### src/rtl/video_pkg.sv
// Shared video definitions: default frame geometry, coordinate/count widths,
// the packed RGB888 pixel type and the per-channel window compare.
package video_pkg;

  localparam int DEF_WIDTH  = 640;
  localparam int DEF_HEIGHT = 480;
  localparam int COORD_W    = 10;
  localparam int COUNT_W    = 19;
  localparam int PIX_W      = 24;

  localparam int R_LSB = 16;
  localparam int G_LSB = 8;
  localparam int B_LSB = 0;

  typedef struct packed {
    logic [7:0] r;
    logic [7:0] g;
    logic [7:0] b;
  } rgb888_t;

  typedef enum logic {
    ST_IDLE,
    ST_ACTIVE
  } track_state_t;

  function automatic logic chan_in_window(input logic [7:0] v,
                                          input logic [7:0] lo,
                                          input logic [7:0] hi);
    return (v >= lo) && (v <= hi);
  endfunction

  // An inverted channel window (lo > hi) can never be satisfied.
  function automatic logic rgb_in_window(input rgb888_t p,
                                         input rgb888_t lo,
                                         input rgb888_t hi);
    return chan_in_window(p.r, lo.r, hi.r) &&
           chan_in_window(p.g, lo.g, hi.g) &&
           chan_in_window(p.b, lo.b, hi.b);
  endfunction

endpackage

### src/rtl/stream_skid_buffer.sv
// Two-entry Avalon-ST skid buffer carrying data with SOP/EOP; ready is a
// register so the sink never sees a combinational path from out_ready.
module stream_skid_buffer #(
  parameter int DW = 24
) (
  input  logic          clk,
  input  logic          n_reset,
  input  logic [DW-1:0] in_data,
  input  logic          in_startofpacket,
  input  logic          in_endofpacket,
  input  logic          in_valid,
  output logic          in_ready,
  output logic [DW-1:0] out_data,
  output logic          out_startofpacket,
  output logic          out_endofpacket,
  output logic          out_valid,
  input  logic          out_ready
);

  localparam int EW = DW + 2;

  logic [EW-1:0] head_q;
  logic [EW-1:0] tail_q;
  logic [EW-1:0] in_beat;
  logic [1:0]    count_q;
  logic [1:0]    count_next;
  logic          accept;
  logic          emit;

  assign in_beat   = {in_data, in_startofpacket, in_endofpacket};
  assign accept    = in_valid && in_ready;
  assign out_valid = (count_q != 2'd0);
  assign emit      = out_valid && out_ready;

  assign {out_data, out_startofpacket, out_endofpacket} = head_q;

  always_comb begin
    count_next = count_q;
    unique case ({accept, emit})
      2'b10:   count_next = count_q + 2'd1;
      2'b01:   count_next = count_q - 2'd1;
      default: count_next = count_q;
    endcase
  end

  // Head is always the oldest beat; tail only fills when head is stalled.
  always_ff @(posedge clk) begin
    if (!n_reset) begin
      count_q  <= 2'd0;
      in_ready <= 1'b0;
      head_q   <= '0;
      tail_q   <= '0;
    end else begin
      count_q  <= count_next;
      in_ready <= (count_next != 2'd2);
      if (emit && (count_q == 2'd2)) begin
        head_q <= tail_q;
      end
      if (accept) begin
        if ((count_q == 2'd0) || ((count_q == 2'd1) && emit)) begin
          head_q <= in_beat;
        end else begin
          tail_q <= in_beat;
        end
      end
    end
  end

endmodule

### src/rtl/color_blob_tracker.sv
// Pass-through video stage that measures the bounding box and pixel count of
// pixels inside a programmable RGB window, publishing results per frame.
module color_blob_tracker
  import video_pkg::*;
#(
  parameter int WIDTH  = DEF_WIDTH,
  parameter int HEIGHT = DEF_HEIGHT,
  parameter int DW     = PIX_W
) (
  input  logic               clk,
  input  logic               n_reset,
  input  logic [DW-1:0]      in_data,
  input  logic               in_startofpacket,
  input  logic               in_endofpacket,
  input  logic               in_valid,
  output logic               in_ready,
  output logic [DW-1:0]      out_data,
  output logic               out_startofpacket,
  output logic               out_endofpacket,
  output logic               out_valid,
  input  logic               out_ready,
  input  logic [23:0]        thr_min,
  input  logic [23:0]        thr_max,
  output logic [COORD_W-1:0] x_min,
  output logic [COORD_W-1:0] x_max,
  output logic [COORD_W-1:0] y_min,
  output logic [COORD_W-1:0] y_max,
  output logic [COUNT_W-1:0] match_count,
  output logic               found,
  output logic               result_valid,
  output logic               frame_error
);

  localparam logic [COORD_W-1:0] X_LAST = COORD_W'(WIDTH - 1);
  localparam logic [COORD_W-1:0] Y_LAST = COORD_W'(HEIGHT - 1);

  stream_skid_buffer #(.DW(DW)) u_skid (
    .clk               (clk),
    .n_reset           (n_reset),
    .in_data           (in_data),
    .in_startofpacket  (in_startofpacket),
    .in_endofpacket    (in_endofpacket),
    .in_valid          (in_valid),
    .in_ready          (in_ready),
    .out_data          (out_data),
    .out_startofpacket (out_startofpacket),
    .out_endofpacket   (out_endofpacket),
    .out_valid         (out_valid),
    .out_ready         (out_ready)
  );

  track_state_t state_q, state_next;

  logic               accept;
  logic               start_frame;
  logic               count_pixel;
  logic               publish;
  logic               error_now;
  logic               set_overflow;
  logic               overflow_q;
  logic               at_last;
  logic               hit;

  logic [COORD_W-1:0] x_q, y_q, cur_x, cur_y;
  rgb888_t            pix, lo_q, hi_q, lo_eff, hi_eff;

  logic [COUNT_W-1:0] cnt_q, base_cnt, new_cnt;
  logic               any_q, base_any, new_any;
  logic [COORD_W-1:0] bx_lo_q, bx_hi_q, by_lo_q, by_hi_q;
  logic [COORD_W-1:0] base_x_lo, base_x_hi, base_y_lo, base_y_hi;
  logic [COORD_W-1:0] new_x_lo, new_x_hi, new_y_lo, new_y_hi;

  assign accept  = in_valid && in_ready;
  assign pix     = '{r: in_data[R_LSB +: 8], g: in_data[G_LSB +: 8], b: in_data[B_LSB +: 8]};
  assign cur_x   = in_startofpacket ? '0 : x_q;
  assign cur_y   = in_startofpacket ? '0 : y_q;
  assign at_last = (cur_x == X_LAST) && (cur_y == Y_LAST);
  assign lo_eff  = in_startofpacket ? rgb888_t'(thr_min) : lo_q;
  assign hi_eff  = in_startofpacket ? rgb888_t'(thr_max) : hi_q;
  assign hit     = count_pixel && rgb_in_window(pix, lo_eff, hi_eff);

  always_ff @(posedge clk) begin
    if (!n_reset) begin
      state_q <= ST_IDLE;
    end else begin
      state_q <= state_next;
    end
  end

  // An SOP always restarts a frame, even one already in progress.
  always_comb begin
    state_next   = state_q;
    start_frame  = 1'b0;
    count_pixel  = 1'b0;
    publish      = 1'b0;
    error_now    = 1'b0;
    set_overflow = 1'b0;
    if (accept) begin
      if (in_startofpacket) begin
        start_frame = 1'b1;
        count_pixel = 1'b1;
        if (state_q == ST_ACTIVE) begin
          error_now = 1'b1;
        end
        if (in_endofpacket) begin
          publish    = 1'b1;
          state_next = ST_IDLE;
          if (!at_last) begin
            error_now = 1'b1;
          end
        end else begin
          state_next = ST_ACTIVE;
          if (at_last) begin
            error_now    = 1'b1;
            set_overflow = 1'b1;
          end
        end
      end else if (state_q == ST_ACTIVE) begin
        count_pixel = !overflow_q;
        if (in_endofpacket) begin
          publish    = 1'b1;
          state_next = ST_IDLE;
          if (!at_last || overflow_q) begin
            error_now = 1'b1;
          end
        end else if (at_last && !overflow_q) begin
          error_now    = 1'b1;
          set_overflow = 1'b1;
        end
      end
    end
  end

  // First hit seeds the whole box; later hits only widen it.
  always_comb begin
    base_cnt  = start_frame ? '0   : cnt_q;
    base_any  = start_frame ? 1'b0 : any_q;
    base_x_lo = start_frame ? '0   : bx_lo_q;
    base_x_hi = start_frame ? '0   : bx_hi_q;
    base_y_lo = start_frame ? '0   : by_lo_q;
    base_y_hi = start_frame ? '0   : by_hi_q;
    new_cnt   = base_cnt;
    new_any   = base_any;
    new_x_lo  = base_x_lo;
    new_x_hi  = base_x_hi;
    new_y_lo  = base_y_lo;
    new_y_hi  = base_y_hi;
    if (hit) begin
      if (base_cnt != '1) begin
        new_cnt = base_cnt + COUNT_W'(1);
      end
      new_any = 1'b1;
      if (!base_any) begin
        new_x_lo = cur_x;
        new_x_hi = cur_x;
        new_y_lo = cur_y;
        new_y_hi = cur_y;
      end else begin
        if (cur_x < base_x_lo) new_x_lo = cur_x;
        if (cur_x > base_x_hi) new_x_hi = cur_x;
        if (cur_y < base_y_lo) new_y_lo = cur_y;
        if (cur_y > base_y_hi) new_y_hi = cur_y;
      end
    end
  end

  always_ff @(posedge clk) begin
    if (!n_reset) begin
      x_q          <= '0;
      y_q          <= '0;
      overflow_q   <= 1'b0;
      lo_q         <= '0;
      hi_q         <= '0;
      cnt_q        <= '0;
      any_q        <= 1'b0;
      bx_lo_q      <= '0;
      bx_hi_q      <= '0;
      by_lo_q      <= '0;
      by_hi_q      <= '0;
      x_min        <= '0;
      x_max        <= '0;
      y_min        <= '0;
      y_max        <= '0;
      match_count  <= '0;
      found        <= 1'b0;
      result_valid <= 1'b0;
      frame_error  <= 1'b0;
    end else begin
      result_valid <= publish;
      frame_error  <= error_now;
      if (start_frame) begin
        lo_q       <= rgb888_t'(thr_min);
        hi_q       <= rgb888_t'(thr_max);
        overflow_q <= 1'b0;
      end
      if (set_overflow) begin
        overflow_q <= 1'b1;
      end
      if (count_pixel) begin
        if (cur_x == X_LAST) begin
          x_q <= '0;
          y_q <= cur_y + COORD_W'(1);
        end else begin
          x_q <= cur_x + COORD_W'(1);
          y_q <= cur_y;
        end
        cnt_q   <= new_cnt;
        any_q   <= new_any;
        bx_lo_q <= new_x_lo;
        bx_hi_q <= new_x_hi;
        by_lo_q <= new_y_lo;
        by_hi_q <= new_y_hi;
      end
      if (publish) begin
        match_count <= new_cnt;
        found       <= new_any;
        x_min       <= new_any ? new_x_lo : '0;
        x_max       <= new_any ? new_x_hi : '0;
        y_min       <= new_any ? new_y_lo : '0;
        y_max       <= new_any ? new_y_hi : '0;
      end
    end
  end

endmodule

### config.mk
export PLATFORM = sky130hd
export DESIGN_NAME = color_blob_tracker
export DESIGN_NICKNAME = d
export VERILOG_FILES = /design/src/rtl/video_pkg.sv /design/src/rtl/stream_skid_buffer.sv /design/src/rtl/color_blob_tracker.sv
export SDC_FILE = /design/constraint.sdc
export NUM_CORES = 1
export LEC_CHECK = 0
export CAP_MARGIN = 15
export CORE_MARGIN = 4
export CORE_UTILIZATION = 32
export DETAILED_ROUTE_END_ITERATION = 6
export PLACE_DENSITY = 0.57
export SYNTH_ARGS = -nofsm -noshare
export SYNTH_HDL_FRONTEND = slang
export SYNTH_SLANG_ARGS = --single-unit
### constraint.sdc
create_clock -name clk -period 11.1 [get_ports clk]
set_input_delay 1.11 -clock clk [delete_from_list [all_inputs] [get_ports clk]]
set_output_delay 1.11 -clock clk [all_outputs]
set_load 0.02 [all_outputs]
# --- Word level (Yosys, flattened, before mapping) ---
# Cells that the tools add are included.
op_classes:
  bitwise: 1
  order_cmp: 10
  n_addsub: 5
  n_eq_ne: 8
  reduce_logical: 21
  mux: 64
ops:
  columns: ["cell", "n"]
  rows:
  - ["$mux W10", 24]
  - ["$mux W26", 3]
  - ["$mux W19", 3]
  - ["$mux W24", 2]
  - ["$mux W1", 31]
  - ["$ge A8 B8 Y1", 3]
  - ["$le A8 B8 Y1", 3]
  - ["$add A10 B1 Y10 const B", 2]
  - ["$gt A10 B10 Y1", 2]
  - ["$lt A10 B10 Y1", 2]
  - ["$add A19 B1 Y19 const B", 1]
  - ["$ne A19 B19 Y1 const B", 1]
  - ["$logic_and A1 B1 Y1", 12]
  - ["$eq A10 B10 Y1 const B", 1]
  - ["$eq A10 B9 Y1 const B", 1]
  - ["$eq A2 B1 Y1 const B", 2]
  - ["$eq A2 B2 Y1 const B", 2]
  - ["$pmux W2 S2", 1]
  - ["$reduce_and A2 Y1", 2]
  - ["$reduce_bool A2 Y1", 2]
  - ["$add A2 B1 Y2 const B", 1]
  - ["$logic_not A1 Y1", 2]
  - ["$logic_not A2 Y1", 1]
  - ["$logic_or A1 B1 Y1", 2]
  - ["other kinds (3)", 3]
word_totals:
  word_cells: 137
  ff_bits: 247
  output_inout_bits: 90
  in_bits: 78

# --- Logic depth before layout (Yosys ltp) ---
# Gate-level depths: netlist of the first run.
depth:
  word_depth: 10
  mapped_depth: 17
  mapped_depth_nobuf: 12

# --- Modules after synthesis ---
# Synthesis of the first run repeated with hierarchy kept, for this count alone.
hier_totals:
  cells_unflattened: 1544
  area_unflattened_um2: 12776.0
by_module_without_submodules:
  columns: ["module", "seq_area_each_um2", "area_per_inst_um2", "cells_per_inst", "n_inst"]
  rows:
  - ["color_blob_tracker", 3843.7, 10366.2, 1257, 1]
  - ["stream_skid_buffer", 1101.1, 2409.8, 287, 1]

# --- Worst setup path before layout of the first run ---
# OpenSTA, ideal clock, no wires.
synth_path:
  path_type: "input to register"
  start: "input port in_startofpacket"
  end: "register match_count[16]"
  cell_stages: 16
  t_required_ns: 10.983
  path_buffers: 6
  setup_ns: 0.117
  setup_slack_ns: 6.041
  arrival_ns: 4.942
  cell_sequence: "buf_6 -> clkbuf_1 -> clkbuf_1 -> buf_1 -> buf_1 -> mux2i_1 -> ha_1 -> nor2b_1 -> o211ai_1 -> a211o_1 -> nand4_1 -> or3_1 -> buf_2 -> or4b_1 -> mux2_2 -> a22o_1"
synth_via:
  elab_chain_cells: 7
  elab_cells_between_ends: 25
  classes_between: "add/sub: 1; order compare: 6; eq/ne: 1; mux: 11; reduce/logical: 6"
synth_lines:
  columns: ["element", "line_no", "rtl"]
  rows:
  - ["start, declared", "color_blob_tracker.sv:13", "input logic in_startofpacket,"]
  - ["parallel branches: the longest is 7 deep, another holds $add A19 B1 Y19", null, null]
  - ["end signal, assigned", "color_blob_tracker.sv:215", "match_count <= new_cnt;"]
  - ["end, declared", "color_blob_tracker.sv:28", "output logic [COUNT_W-1:0] match_count,"]
# Several ways; the timed one is not identified.
# A chain may end at the register's enable or synchronous reset.

# --- Final worst setup path of the first run ---
layout_path:
  start: "input port in_valid"
  end: "register match_count[7]"
layout_via:
  elab_chain_cells: 6
  elab_cells_between_ends: 10
  classes_between: "add/sub: 1; eq/ne: 1; mux: 6; reduce/logical: 2"
layout_lines:
  columns: ["element", "line_no", "rtl"]
  rows:
  - ["start, declared", "color_blob_tracker.sv:15", "input logic in_valid,"]
  - ["$logic_and A1 B1 Y1 (*)", "color_blob_tracker.sv:73", "assign accept = in_valid && in_ready;"]
  - ["$mux W1", "color_blob_tracker.sv:98", "if (accept) begin"]
  - ["$mux W19", "color_blob_tracker.sv:136", "base_cnt = start_frame ? '0 : cnt_q;"]
  - ["$add A19 B1 Y19 or $ne A19 B19 Y1 (tied branches)", "color_blob_tracker.sv:150, color_blob_tracker.sv:149", null]
  - ["$mux W19", "color_blob_tracker.sv:149", "if (base_cnt != '1) begin"]
  - ["$mux W19", "color_blob_tracker.sv:148", "if (hit) begin"]
# Every way passes the cells marked *; elsewhere a longest branch is shown, timed or not.

==> impl_metrics.toml, run 1 <==
[power_and_ir_drop]
swShare = 0.2473
p_comb_frac = 0.105
p_switching_mw = 0.5233
leakagePower_nw = 6.345
clkPwrFrac = 0.462
powerDensity_nw_per_um2 = 135.3
power_frac_seq = 0.433
ir_drop_mv = 0.1047
power.internal_mw = 1.593

[flow_run]
drv_cap = 0

[sta]
setup-violations-final = 0
hold_viol_final = 0
final.min_clock_period_ns = 4.885
worst_slew_pin_slew_ns = 1.077
tns_ns = 0
hold_ws_ns = 0.4510
rsz0062_at_grt = "false"
max_slew_margin = 0.2819
fin_crit_sh = 0.4401
finClkSkew_ns = 0.01070
max_freq_mhz = 204.7
finalMaxSlewViolations = 0

[grt]
grt.overflow.total = 0
grt_max_degree = 112
grt_pass1_vias = 10495
grt_antenna_before_repair = 5
track_usage = 0.1651
grt_first_pass_wirelength_um = 57010

[worst_setup_path]
required_ns = 11.56
arrival_ns = 5.34
end_kind = "flop"
cp.depth = 12
slowest_delay_ns = 0.66
path_common_cell = "nand4_1"
slowest_stage = "nand3_4"
path_max_fanout = 67
rr_worst_depth = 11
cp.buffers_inverters = 2
worstPathCellList = "clkdlybuf4s50_1, nand3_4, buf_4, and2_1, ha_1, and3_1, and4_1, nand4_1, nand4_1, or3_1, o211a_1, o31a_1"
critPathLaunchType = "input port"
timing_worst_setup_path_type = "in -> reg"
cp_top_family = "simple AND/OR/NAND/NOR gates"

[synthesis]
syn-cell-area_sq_um = 12540
mappedNetlistNets = 1620
avgSynthCellArea_sq_um = 8.664
synth_ff_type = "dfxtp_1"
yosysWarnings = 0
ys_seq_area_frac = 0.3944
synth-seq-cells = 247
synth-edff-count = 0
syn-instance-count = 1447
synth.distinct_cells = 58
ys_async_sr_fraction = 0

[place]
hpwl_um = 24660
numPortBuffers = 167
finalWeightedCongestion = 0.8144

[floorplan]
die_area_sq_um = 42410
start_util = 0.3244
fp.dieH_um = 205.9
core_sq_um = 38650
die_width_um = 205.9
ios = 168
row_count = 72

[clocking]
cts_tree = "built"
cts.repair_timing.setup_buffer_count = 0
clk_latency_ns = 0.57
cts_root_buffer = "clkbuf_16"
clock-sinks = 247
post_cts_resized = 0
clkTransAtPathRegs_ns = 0.06
cts_buffers = 29
hold_buffers = 0
htree_levels = 1
cts_max_path_buffers = 3

[drt]
vias_per_cell = 5.047
ant_nets = 0
dr.pass1.iters = 7
route.detailed.drc = 0
first_iter_violations = 555
drt_wl_total_um = 35610
wl_per_cell_um = 16.91
vias = 10628

[final_layout]
final_net_count = 1738
area_growth_pct = 24.76
layout_common_cells = "303 x nand2_1, 247 x dfxtp_1, 165 x clkdlybuf4s50_1"
drive_gt1_frac = 0.05923
layout.cells.most_common = "nand2_1"

[min_path]
whs_path_depth = 2
hold_class = "reg -> reg"

[run_status]
status = "complete, no violations"
==> layer usage <==
metal	vias to the layer above	share of wire	track usage
met2	215	0.47	0.2781
met4	8	0.023	0.03802
met1	5059	0.45	0.2177
li1	5293	-	-
met3	53	0.054	0.03499
met5	-	0.0015	0
==> cell families (layout without fill, tap and decap cells) <==
kind of cell | Yosys count | count (layout) | synth area share
AO/OA/AOI/OAI | 319 | 319 | 0.1731
other | 0 | 1 | 0
buffers and inverters | 121 | 261 | 0.03762
adder cells (fa/ha/maj) | 95 | 95 | 0.09481
AND/OR/NAND/NOR | 545 | 545 | 0.2048
XOR/XNOR | 21 | 21 | 0.01467
multiplexers | 99 | 99 | 0.08064
flip-flops | 247 | 247 | 0.3944
==> power by group through the flow <==
stage / Clock (mW) / Combinational, mW / Sequential (mW)
3_5_place_dp: 0 / 0.224 / 0.935
2_1_floorplan: 0 / 0.118 / 0.944
6_report: 0.977 / 0.223 / 0.916
3_3_place_gp: 0 / 0.220 / 0.935
4_1_cts: 1.01 / 0.225 / 0.916
5_1_grt: 1.04 / 0.249 / 0.917
==> area by class of cell <==
type	instances	area (sq um)
Clock buffer	40	827.0
Timing Repair Buffer	179	1809
Antenna cell	1	2.502
Multi-Input combinational cell	1079	7151
Clock inverter	13	150.1
Sequential cell	247	4945
Tap cell	518	648.1
Inverter	29	108.9
Fill cell	3848	23010
==> registers in the layout, indices dropped and copies added (netlist names) <==
| name | cells |
|---|---|
| x_q | 10 |
| u_skid.count_q | 2 |
| cnt_q | 19 |
| bx_lo_q | 10 |
| state_q | 1 |
| bx_hi_q | 10 |
| by_lo_q | 10 |
| u_skid.in_ready | 1 |
| y_max | 10 |
| frame_error | 1 |
| y_min | 10 |
| match_count | 19 |
| lo_q | 24 |
| result_valid | 1 |
| u_skid.head_q | 26 |
| y_q | 10 |
| found | 1 |
| any_q | 1 |
| overflow_q | 1 |
| hi_q | 24 |
| x_max | 10 |
| x_min | 10 |
| by_hi_q | 10 |
| u_skid.tail_q | 26 |
==> worst reg2reg max path, delay by kind of cell, from the launching register on <==
kind	cells	cell delay [ns]
adder cells (fa/ha/maj)	1	0.21
buffers and inverters	1	0.61
flip-flops	1	0.46
AO/OA/AOI/OAI	2	0.53
AND/OR/NAND/NOR	7	2.34
==> per-stage QoR <==
stage | utilization | cell area (sq um) | cells | total power, mW | setup slack, ns
floorplan | - | 12540 | 1447 | 1.063 | 6.041
global placement | 0.3774 | 14590 | 2049 | 1.154 | 5.687
detailed placement | 0.3781 | 14610 | 2050 | 1.159 | 5.563
CTS | 0.4034 | 15590 | 2103 | 2.149 | 6.148
global route | 0.4047 | 15640 | 2106 | 2.207 | 5.757
finish | 0.4047 | 15640 | 2106 | 2.116 | 6.215
==> cell usage after synthesis (all sizes together), types with 20 or more instances <==
| library cell | count | area [sq um] |
|---|---|---|
| buf | 20 | 92.59 |
| clkbuf | 72 | 270.3 |
| o21ai | 70 | 354.1 |
| a21oi | 53 | 265.3 |
| o211a | 28 | 280.3 |
| a31oi | 23 | 143.9 |
| inv | 29 | 108.9 |
| ha | 95 | 1189 |
| mux2i | 83 | 830.8 |
| nand2 | 304 | 1141 |
| a21boi | 84 | 630.6 |
| dfxtp | 247 | 4945 |
| nor2b | 52 | 325.3 |
| nand4 | 35 | 219.0 |
| nand3 | 24 | 125.1 |
| nor2 | 34 | 127.6 |
| and2 | 35 | 219.0 |
==> path summary, 6_finish.rpt <==
check                                     start  slack, ns        endpoint
worst min-delay path                   x_max[9]       0.45        x_max[9]
worst min register to register         x_max[9]       0.45        x_max[9]
worst max register to register  u_skid.in_ready       6.85  match_count[7]
worst max-delay path                   in_valid       6.21  match_count[7]
(Power assumes the default switching activity.)
==> run 2: changes to the inputs <==
- PLACE_DENSITY: 0.57 -> 0.59
- clock period: 11.1 -> 3.95 ns (I/O delays scaled with it)
==> run 2 against run 1 <==
Against the previous run:
- sequential power rose to 2.8 times the previous value
- critical path depth rose by 2
- first-iteration DRC count fell by 2.9%
- routed wire length rose by 2.5%
- global-route usage rose by 0.15 points
- clock power rose to 2.8 times the previous value
- final cell count rose by 1.9%
- via count rose by 1.6%
- combinational power rose to 2.9 times the previous value
- die area did not move
- critical path type is now reg -> reg
- critical endpoint is now x_max[2]
- largest power group unchanged
==> impl_metrics.toml, run 2 (synthesis results as in run 1) <==
[run_status]
status = "complete, no violations"

[grt]
grt_antenna_before_repair = 2
grt_first_pass_wirelength_um = 57190
grt.overflow.total = 0
grt_max_degree = 101
grt_pass1_vias = 10435
track_usage = 0.1666

[worst_setup_path]
slowest_stage = "o41ai_1"
worstPathCellList = "nand3_4, buf_4, nand2_1, ha_1, a21oi_1, nand2_1, a21oi_1, nor2_1, o41ai_1, buf_4, a211oi_1, buf_12, mux2_2, o21ai_0"
rr_worst_depth = 14
r2r_start = "u_skid.in_ready"
slowest_delay_ns = 0.56
end_kind = "flop"
arrival_ns = 3.86
required_ns = 4.43
r2r_slack_ns = 0.57
timing_worst_setup_path_type = "reg -> reg"
path_max_fanout = 13
critPathLaunchType = "flop"
timing.rr.end = "x_max[2]"

[place]
hpwl_um = 25960
numPortBuffers = 167
place_area_sq_um = 14910
finalWeightedCongestion = 0.8608

[floorplan]
fp.dieH_um = 205.9
core_sq_um = 38650
die_width_um = 205.9
die_area_sq_um = 42410
row_count = 72
start_util = 0.3244
ios = 168

[final_layout]
layout.cells.most_common = "nand2_1"
layout_common_cells = "303 x nand2_1, 247 x dfxtp_1, 165 x clkdlybuf4s50_1"
fin_area_sq_um = 15920
final_net_count = 1777
area_growth_pct = 26.96
top_regs = "u_skid.head_q: 26 flops, u_skid.tail_q: 26 flops"
nFillCells = 3802
drive_gt1_frac = 0.08062

[sta]
hold_ws_ns = 0.2872
hold_viol_final = 0
max_freq_mhz = 295.5
tns_ns = 0
finalMaxSlewViolations = 0
rsz0062_at_grt = "false"
fin_crit_sh = 0.8566
worst_slew_pin_slew_ns = 1.152
final.min_clock_period_ns = 3.384
setup-violations-final = 0
finClkSkew_ns = 0.01795
max_slew_margin = 0.2318

[min_path]
hold_path_end = "match_count[1]"
whs_path_depth = 3
hold_class = "in -> reg"
hp-start = "n_reset"

[clocking]
cts_root_buffer = "clkbuf_16"
clock-sinks = 247
htree_levels = 1
hold_buffers = 0
post_cts_resized = 0
cts_tree = "built"
clk_latency_ns = 0.57
cts_max_path_buffers = 3
cts.repair_timing.setup_buffer_count = 0
cts_buffers = 31
clkTransAtPathRegs_ns = 0.06

[drt]
vias_per_cell = 5.035
vias = 10800
route.detailed.drc = 0
drt_wl_total_um = 36520
first_iter_violations = 539
dr.pass1.iters = 5
ant_nets = 0
wl_per_cell_um = 17.02

[power_and_ir_drop]
powerDensity_nw_per_um2 = 377.5
ir_drop_mv = 0.2849
leakagePower_nw = 6.510

[flow_run]
drv_cap = 0
-- run 2: changes by cell type in the layout (fill, tap and decap cells not counted), moves of 2 or more --
cell | before | now
buf_4 | 11 | 49
buf_16 | 2 | 0
clkinvlp_4 | 1 | 3
clkbuf_8 | 6 | 3
clkbuf_16 | 29 | 31
-- run 2: critical path: cells and delay by family, from the launching register on --
family | cells | cell delay, ns
compound gates | 5 | 1.13
flops | 1 | 0.50
mux | 1 | 0.28
fa+ha+maj | 1 | 0.25
buf+inv | 3 | 0.67
simple gates | 4 | 0.47
-- run 2: worst max-delay path by stage --
stage	slack (ns)	to	start	depth (start not counted)
floorplan	0.007	match_count[16]	in_startofpacket	16
global placement	0.12	x_max[5]	in_startofpacket	16
detailed placement	0.04	x_max[6]	in_startofpacket	16
CTS	0.59	x_max[6]	u_skid.in_ready	14
global route	0.35	x_max[3]	u_skid.in_ready	14
finish	0.57	x_max[2]	u_skid.in_ready	14
-- run 2: layer usage --
metal	global-route usage	routed length [um]
met2	0.2826	17430
met3	0.03185	1939
met4	0.03612	576
met5	0	0
met1	0.2212	16570
-- run 2: final cells by class --
| class | instances | area (sq um) | area share |
|---|---|---|---|
| timing repair buffer | 216 | 2059 | 0.1294 |
| inverter | 29 | 108.9 | 0.006839 |
| clock inverter | 14 | 160.2 | 0.01006 |
| sequential | 247 | 4945 | 0.3107 |
| tap | 518 | 648.1 | 0.04072 |
| clock buffer | 40 | 839.6 | 0.05275 |
| multi-input combinational | 1079 | 7151 | 0.4493 |
| antenna | 2 | 5.005 | 0.0003144 |
-- run 2: power by group --
part,internal [mW],leakage (nW),switching [mW],total [mW]
Sequential,2.54,2.00,0.0321,2.58
Clock,1.68,0.486,1.10,2.78
Combinational,0.290,4.03,0.358,0.648
-- run 2: per-stage QoR --
step                power [mW]  worst slack (ns)    util  cells
detailed placement       3.278           0.04331  0.3858   2089
CTS                      6.093            0.5938  0.4117   2143
global placement         3.266            0.1172  0.3858   2089
global route             6.259            0.3507  0.4118   2145
finish                   6.009            0.5663  0.4118   2145
floorplan                2.987          0.006744       -   1447
==> run 3: changes to the inputs <==
- ABC_AREA: unset -> 1
==> run 3 against run 2 <==
Against the previous run:
- critical path depth rose by 3
- count of clock-buffer cells in the layout increased by 3
- worst setup slack improved by 0.28 ns
- synthesized cell count increased by 46%
- first-iteration DRC count increased by 90%
- largest power group unchanged
- sequential power is essentially flat
- cell area up 6.9%
- critical endpoint is now x_max[9]
- final cell count rose by 32%
- via count grew 28%
- area after synthesis grew 10%
- sequential share of layout area down 2.0 points
- highest routed layer is now met5
==> impl_metrics.toml, run 3 <==
[drt]
drt_wl_total_um = 42900
vias = 13772
route.detailed.drc = 0
vias_per_cell = 4.853
ant_nets = 0
dr.pass1.iters = 5
wl_per_cell_um = 15.12
first_iter_violations = 1026

[floorplan]
die_width_um = 215.6
ios = 168
fp.dieH_um = 215.6
core_sq_um = 42320
row_count = 75
start_util = 0.3259
die_area_sq_um = 46490

[worst_setup_path]
end_kind = "flop"
critPathLaunchType = "input port"
timing_worst_setup_path_type = "in -> reg"
path_max_fanout = 86
arrival_ns = 3.51
required_ns = 4.35

[sta]
setup-violations-final = 0
tns_ns = 0
hold_viol_final = 0
fin_ws_ns = 0.8414
fin_crit_sh = 0.7870
worst_slew_pin_slew_ns = 1.006
max_slew_margin = 0.3290
final.min_clock_period_ns = 3.109
rsz0062_at_grt = "false"
finalMaxSlewViolations = 0
max_freq_mhz = 321.7
finClkSkew_ns = 0.01437

[power_and_ir_drop]
swShare = 0.2575
power.internal_mw = 4.528
p_switching_mw = 1.571
leakagePower_nw = 7.577
p_comb_frac = 0.122
powerDensity_nw_per_um2 = 358.4
power_frac_seq = 0.427
ir_drop_mv = 0.3291
clkPwrFrac = 0.451

[place]
place_area_sq_um = 16030
dpl.cell_count = 2786
numPortBuffers = 167
hpwl_um = 30560
finalWeightedCongestion = 0.9156
pre_cts_slack_ns = 0.2490

[final_layout]
num_antenna_cells = 0
layout_common_cells = "593 x nand2_1, 247 x dfxtp_1, 241 x inv_1"
final_net_count = 2414
fin_area_sq_um = 17010
stdcell_count = 2838
top_regs = "u_skid.head_q: 26 flops, u_skid.tail_q: 26 flops"
drive_gt1_frac = 0.04290
layout.cells.most_common = "nand2_1"
area_growth_pct = 23.35
fin_util = 0.4020

[synthesis]
mappedNetlistNets = 2288
synth_top_cells_by_count = "593 x nand2_1, 247 x dfxtp_1, 242 x inv_1"
synth-seq-cells = 247
synthTopCellsByArea = "dfxtp_1 36%, nand2_1 16%, ha_1 8.6%"
yosysWarnings = 0
yosysMostFrequentCell = "nand2_1"
synth.distinct_cells = 36
ys_seq_area_frac = 0.3585
synth_top_area_share = 0.3585
synth_ff_type = "dfxtp_1"
ys_async_sr_fraction = 0
syn-instance-count = 2115
avgSynthCellArea_sq_um = 6.522
synth-edff-count = 0
syn-cell-area_sq_um = 13790
synth_top_area_cell = "dfxtp_1"

[clocking]
cts_tree = "built"
clkTransAtPathRegs_ns = 0.05
clk_latency_ns = 0.57
cts_root_buffer = "clkbuf_16"
clock-sinks = 247
post_cts_resized = 0
cts.repair_timing.setup_buffer_count = 0
cts_max_path_buffers = 3
cts_buffers = 30
hold_buffers = 0
htree_levels = 1

[flow_run]
drv_cap = 0

[grt]
grt_antenna_before_repair = 3
grt.overflow.total = 0
track_usage = 0.1780
grt_max_degree = 110
grt_first_pass_wirelength_um = 68820
grt_pass1_vias = 13007

[run_status]
status = "complete, no violations"

[min_path]
hold_class = "reg -> reg"
run 3: cells by family (layout without fill, tap and decap cells):
group	after synthesis	in the layout	share of synthesized area
buffers and inverters	354	500	0.09951
and+or+nand+nor	979	979	0.2877
adders and majority gates	95	95	0.08618
xor gates and xnor gates	6	6	0.003810
DFF	247	247	0.3585
AOI/OAI and AO/OA	434	434	0.1643
run 3: per-layer routing:
metal	track usage	vias to the layer above	part of all wire
met5	0	-	0.00068
met2	0.3013	318	0.47
met1	0.2303	6304	0.45
met4	0.05690	6	0.031
li1	-	7066	-
met3	0.03193	78	0.052
run 3: cell type report:
| class | instances | area [sq um] |
|---|---|---|
| tap | 577 | 721.9 |
| fill | 4467 | 25310 |
| sequential | 247 | 4945 |
| clock inverter | 9 | 98.84 |
| inverter | 247 | 929.6 |
| timing repair buffer | 201 | 1947 |
| multi-input combinational | 1514 | 7491 |
| clock buffer | 43 | 880.8 |
run 3: worst paths after layout:
path                                       start       end  slack [ns]  cells after the start
worst max-delay path            in_startofpacket  x_max[9]        0.84                     17
worst min-delay path                    hi_q[16]  hi_q[16]        0.45                      2
worst max register to register   u_skid.in_ready  x_max[9]        1.03                     15
worst min register to register          hi_q[16]  hi_q[16]        0.45                      2
run 3: through the flow:
| stage | total power, mW | hold slack, ns |
|---|---|---|
| 6_report | 6.098 | 0.4471 |
| 3_5_place_dp | 3.404 | 0.4429 |
| 4_1_cts | 6.187 | 0.4518 |
| 2_1_floorplan | 3.091 | 0.4244 |
| 5_1_grt | 6.369 | 0.4703 |
| 3_3_place_gp | 3.391 | 0.4349 |
run 3: worst max-delay path: stages:
cell and delay, ns:
clkdlybuf4s50_1 0.43, inv_2 0.09, buf_12 0.28, o21ai_0 0.14
ha_1 0.31, a21o_1 0.17, nor2_1 0.11, nand2_1 0.06
nand2_1 0.13, nand2_1 0.11, nor2_2 0.15, buf_4 0.31
nand3_1 0.39, nand2_1 0.19, nand2_1 0.07, nand2_1 0.07
a21oi_1 0.07
run 3: power groups by stage:
| stage | combinational [mW] | sequential, mW | clock, mW |
|---|---|---|---|
| finish | 0.743 | 2.60 | 2.75 |
| global route | 0.835 | 2.61 | 2.92 |
| global placement | 0.733 | 2.66 | 0 |
| detailed placement | 0.745 | 2.66 | 0 |
| CTS | 0.749 | 2.61 | 2.83 |
| floorplan | 0.398 | 2.69 | 0 |
==> RTL change 1: new RTL, config.mk and constraints of run 3 <==
Put one more register stage on the output `match_count`, with the module's reset. The value now appears one clock later. The other outputs are not delayed to match.
--- a/src/rtl/color_blob_tracker.sv
+++ b/src/rtl/color_blob_tracker.sv
@@ -34,6 +34,8 @@
   localparam logic [COORD_W-1:0] X_LAST = COORD_W'(WIDTH - 1);
   localparam logic [COORD_W-1:0] Y_LAST = COORD_W'(HEIGHT - 1);
 
+  logic [COUNT_W-1:0] match_count_s0;
+
   stream_skid_buffer #(.DW(DW)) u_skid (
     .clk               (clk),
     .n_reset           (n_reset),
@@ -181,7 +183,7 @@
       x_max        <= '0;
       y_min        <= '0;
       y_max        <= '0;
-      match_count  <= '0;
+      match_count_s0 <= '0;
       found        <= 1'b0;
       result_valid <= 1'b0;
       frame_error  <= 1'b0;
@@ -212,7 +214,7 @@
         by_hi_q <= new_y_hi;
       end
       if (publish) begin
-        match_count <= new_cnt;
+        match_count_s0 <= new_cnt;
         found       <= new_any;
         x_min       <= new_any ? new_x_lo : '0;
         x_max       <= new_any ? new_x_hi : '0;
@@ -222,5 +224,13 @@
     end
   end
 
+  always_ff @(posedge clk) begin
+    if (!n_reset) begin
+      match_count <= '0;
+    end else begin
+      match_count <= match_count_s0;
+    end
+  end
+
 endmodule
 
Function: changed (a bounded check fails within 4 cycles, from zero or initial values and one cycle with n_reset low).
==> RTL change 1 against run 3 <==
- cell area rose by 3.9%
- setup slack got worse by 70 ps
- power rose by 8.4%
- synthesized area grew 3.8%
- sequential cell count increased by 19
- critical path depth up 3
- routed wire length down 0.16%
- largest cell class unchanged
==> RTL change 1: results (changes against run 3) <==
Worst setup path
  • Reg2reg end: x_min[4]
  • CP Max Fanout: 41 (-52%)
  • FF-to-FF path depth: 18 (+3)

Min path
  • Hold Path Class: in2reg
  • Hold Startpoint: n_reset

Drt
  • Met2 wire length: 20,570 um (+2.7%)
  • DR top layer: met4
  • Drt total wl: 42,840 um (-0.16%)
  • Met3 wire length: 2140 um (-4.8%)
  • Via count: 13,900 (+0.91%)
  • 1st-iter DRT viols: 700 (-32%)
  • Metal-1 WL: 18,830 um (-2.3%)

CTS
  • CTS H-tree lvls: 2 (+1)
  • Worst skew pair latency: 540 ps (-30 ps)
  • CTS Buf Count: 35 (+17%)

Synth
  • Synth Area in Adders: 0.08302 (-0.003155)
  • Post-synth top cells: nand2_1, dfxtp_1, inv_1
  • Post-Syn Nets: 2,324 (+1.6%)
  • Synth Area in XOR/XNOR: 0.007952 (+0.004143)
  • Area contributors post-synth: dfxtp_1, nand2_1, ha_1, a21oi_1, inv_1
  • Synth cell types: 43 (+19%)
  • Compound-Gate Fraction of Synth Area: 0.1630 (-0.001296)
  • Sequential element share of the synthesized area: 0.3719 (+0.01344)

Global routing
  • Vias in the first global route: 13,430 (+3.3%)
  • First-pass GRT wire length: 69,210 um (+0.57%)
  • Met1 GRT Util: 0.2182 (-0.01206)
  • GRT met2 Usage: 0.3112 (+0.009915)
  • Largest net degree at the start of global routing: 111 (+0.91%)
  • GRT Resource Usage Total: 0.1770 (-0.001003)
  • M3 GR Usage: 0.03047 (-0.001453)

Placed design
  • Final GP Congestion: 0.9114 (-0.46%)
  • DP Area: 16,560 sq um (+3.3%)
  • Pre-CTS WS: 238.0 ps (-11.00 ps)
  • Placed insts: 2,834 (+1.7%)

Layout
  • Layout Cells excl Fill: 2,893 (+1.9%)
  • Share of cells above drive strength 1: 0.04743 (+0.004531)
  • Nets: 2,452 (+1.6%)
  • Filler cell count: 4,665 (+4.4%)

Pwr
  • Peak supply drop: 244.9 uV (-26%)
  • Pleak: 0.008138 uW (+7.4%)

STA
  • Worst Skew: 20.76 ps (+6.391 ps)
  • Worst-Margin Slew: 1055 ps (+48.42 ps)
  • Tmin final: 3179 ps (+70.21 ps)

Outcome
  • Outcome: complete, no violations

Floorplanning
  • FP Rows: 77 (+2.7%)
## RTL change 1: cell count changes after synthesis, sizes merged, moves of 5 or more
cell,before,now
nand2,595,698
nor3,34,9
buf,27,33
a21oi,204,197
dfxtp,247,266
o21ai,184,197
clkbuf,80,71
nor2,209,135
xor2,6,11
## RTL change 1: power by group
part           switching [uW]  internal [uW]
Clock                    1210           1910
Combinational             409            282
Sequential               30.8           2770
Total                    1650           4960
## RTL change 1: critical path, stage by stage
cell and delay (ps):
clkdlybuf4s50_1 500, buf_4 370, nand3_4 160, buf_12 220, nand2_1 110, ha_1 250
nand2_1 70, inv_1 50, nand3_1 110, nor2_1 70, nand2_2 230, nand2_1 370
nand2_1 150, nand2_1 60, nand2_1 50, nand2_1 50, nand2_1 70, nand2_1 100
nand2_1 70, a21oi_1 50
## RTL change 1: final cells by class
type | count | area (sq um) | share of cell area
well taps | 592 | 740.7 | 0.04188
clock buffers | 47 | 1013 | 0.05731
inverters | 252 | 950.9 | 0.05377
diodes | 3 | 7.507 | 0.0004245
repair buffers | 195 | 1954 | 0.1105
flip-flops and latches | 266 | 5325 | 0.3011
multi-input cells | 1529 | 7591 | 0.4292
clock inverters | 9 | 101.3 | 0.005731
## RTL change 1: kinds of logic after synthesis
| logic type | after synthesis |
|---|---|
| AO/OA/AOI/OAI | 443 |
| adder cells (fa/ha/maj) | 95 |
| XOR/XNOR | 13 |
| flip-flops | 266 |
| buffers and inverters | 356 |
| AND/OR/NAND/NOR | 978 |
## RTL change 1: how the worst min path moves through the flow
stage	slack (ps)	cells past startpoint	end
2_1_floorplan	400	2	match_count[11]
3_3_place_gp	410	2	match_count[8]
3_5_place_dp	420	2	match_count[11]
4_1_cts	190	3	match_count[3]
5_1_grt	230	3	match_count[2]
6_report	220	3	match_count[2]
==> RTL change 2: new RTL, flow settings as in run 3 <==
Made on the original files. Change the package constant `PIX_W` from 24 to 28.
--- a/src/rtl/video_pkg.sv
+++ b/src/rtl/video_pkg.sv
@@ -6,7 +6,7 @@
   localparam int DEF_HEIGHT = 480;
   localparam int COORD_W    = 10;
   localparam int COUNT_W    = 19;
-  localparam int PIX_W      = 24;
+  localparam int PIX_W      = 28;
 
   localparam int R_LSB = 16;
   localparam int G_LSB = 8;
Ports: changed (resized in_data and out_data); port bits go from 168 to 176. The function was not compared with the original's and may differ.
==> RTL change 2 against run 3 <==
- power up 7.4%
- clock skew up 4.2 ps
- sequential share of layout area up 0.49 points
- cell area up 1.5%
- synthesized area up 0.39%
- synthesized cell count down 3.6%
- routed wire length down 3.4%
- first-iteration DRC count down 18%
- sequential cell count up 8
- setup slack better by 38 ps
==> RTL change 2: results (changes against run 3) <==
Outcome
  • Outcome: complete, no violations

STA
  • Rel. slew slack: 0.2384 (-0.09066)
  • F_max: 325.7 MHz (+1.2%)
  • Worst Skew: 18.60 ps (+4.235 ps)

Global routing
  • M3 GR Usage: 0.02799 (-0.003938)
  • GRT Resource Usage Total: 0.1725 (-0.005455)
  • Met1 GRT Util: 0.2306 (+0.0003533)

Pwr
  • Clk pwr share: 0.470 (+0.019)
  • Comb power frac: 0.119 (-0.003)
  • Peak supply drop: 246.6 uV (-25%)
  • Cell area power density: 379.3 nW/um^2 (+5.8%)

Worst setup path
  • FF-to-FF path depth: 17 (+2)
  • Reg2reg end: match_count[17]
  • Crit path DAT: 3460 ps (-50 ps)
  • CP max stage delay: 480 ps (+50 ps)
  • CP top delay family: buffers and inverters

Synth
  • Area contributors post-synth: dfxtp_1, nand2_1, ha_1, a21oi_1, o21ai_0
  • Post-Syn Nets: 2,216 (-3.1%)
  • Post-synth top cells: nand2_1, dfxtp_1, inv_1
  • Sequential element share of the synthesized area: 0.3687 (+0.01017)

Drt
  • DR top layer: met4
  • Drt wl/cell: 14.92 um (-1.3%)

Min path
  • Hold Path Class: in2reg

Layout
  • Top Registers: u_skid.head_q (30), u_skid.tail_q (30)

Placed design
  • Final GP Congestion: 0.8799 (-3.9%)
  • Post-DP HPWL: 29,160 um (-4.6%)

CTS
  • Worst skew pair latency: 530 ps (-40 ps)
==> RTL change 2: cell types whose count changed after synthesis, sizes merged, moves of 4 or more <==
| cell | change |
|---|---|
| dfxtp | +8 |
| nor2 | -14 |
| nand2 | -33 |
| buf | +9 |
| nand3 | +6 |
| clkbuf | -10 |
| nand4 | +39 |
| a31oi | +4 |
| inv | -44 |
| a21oi | -22 |
| a21boi | -4 |
| nor3 | -23 |
==> RTL change 2: per-stage QoR <==
stage	utilization	area [sq um]	hold WS (ps)	cells
3_5_place_dp	0.3814	16140	443.5	2717
2_1_floorplan	-	13850	424.4	2039
4_1_cts	0.4081	17270	395.8	2777
3_3_place_gp	0.3814	16140	435.2	2717
6_report	0.4081	17270	407.1	2777
5_1_grt	0.4081	17270	433.3	2777
==> RTL change 2: cells by family (layout without fill, tap and decap cells) <==
logic type,after synthesis,in the layout,synth area share
flip-flops,255,255,0.3687
XOR/XNOR,11,11,0.006958
AND/OR/NAND/NOR,958,958,0.2939
adder cells (fa/ha/maj),95,95,0.08584
buffers and inverters,310,471,0.09036
AO/OA/AOI/OAI,410,410,0.1542
==> RTL change 2: how the worst min path moves through the flow <==
stage	from	endpoint	slack (ps)	depth (start not counted)
2_1_floorplan	hi_q[0]	hi_q[0]	420	2
3_3_place_gp	lo_q[0]	lo_q[0]	440	2
3_5_place_dp	hi_q[16]	hi_q[16]	440	2
4_1_cts	n_reset	by_lo_q[6]	400	3
5_1_grt	n_reset	result_valid	430	3
6_report	n_reset	result_valid	410	3
==> RTL change 2: layout make-up <==
type                            count  area (sq um)
Fill cell                        4412         25050
Multi-Input combinational cell   1474          7501
Sequential cell                   255          5105
Timing Repair Buffer              207          2039
Clock buffer                       51          1049
Inverter                          204         775.7
Tap cell                          577         721.9
Clock inverter                      9         80.08
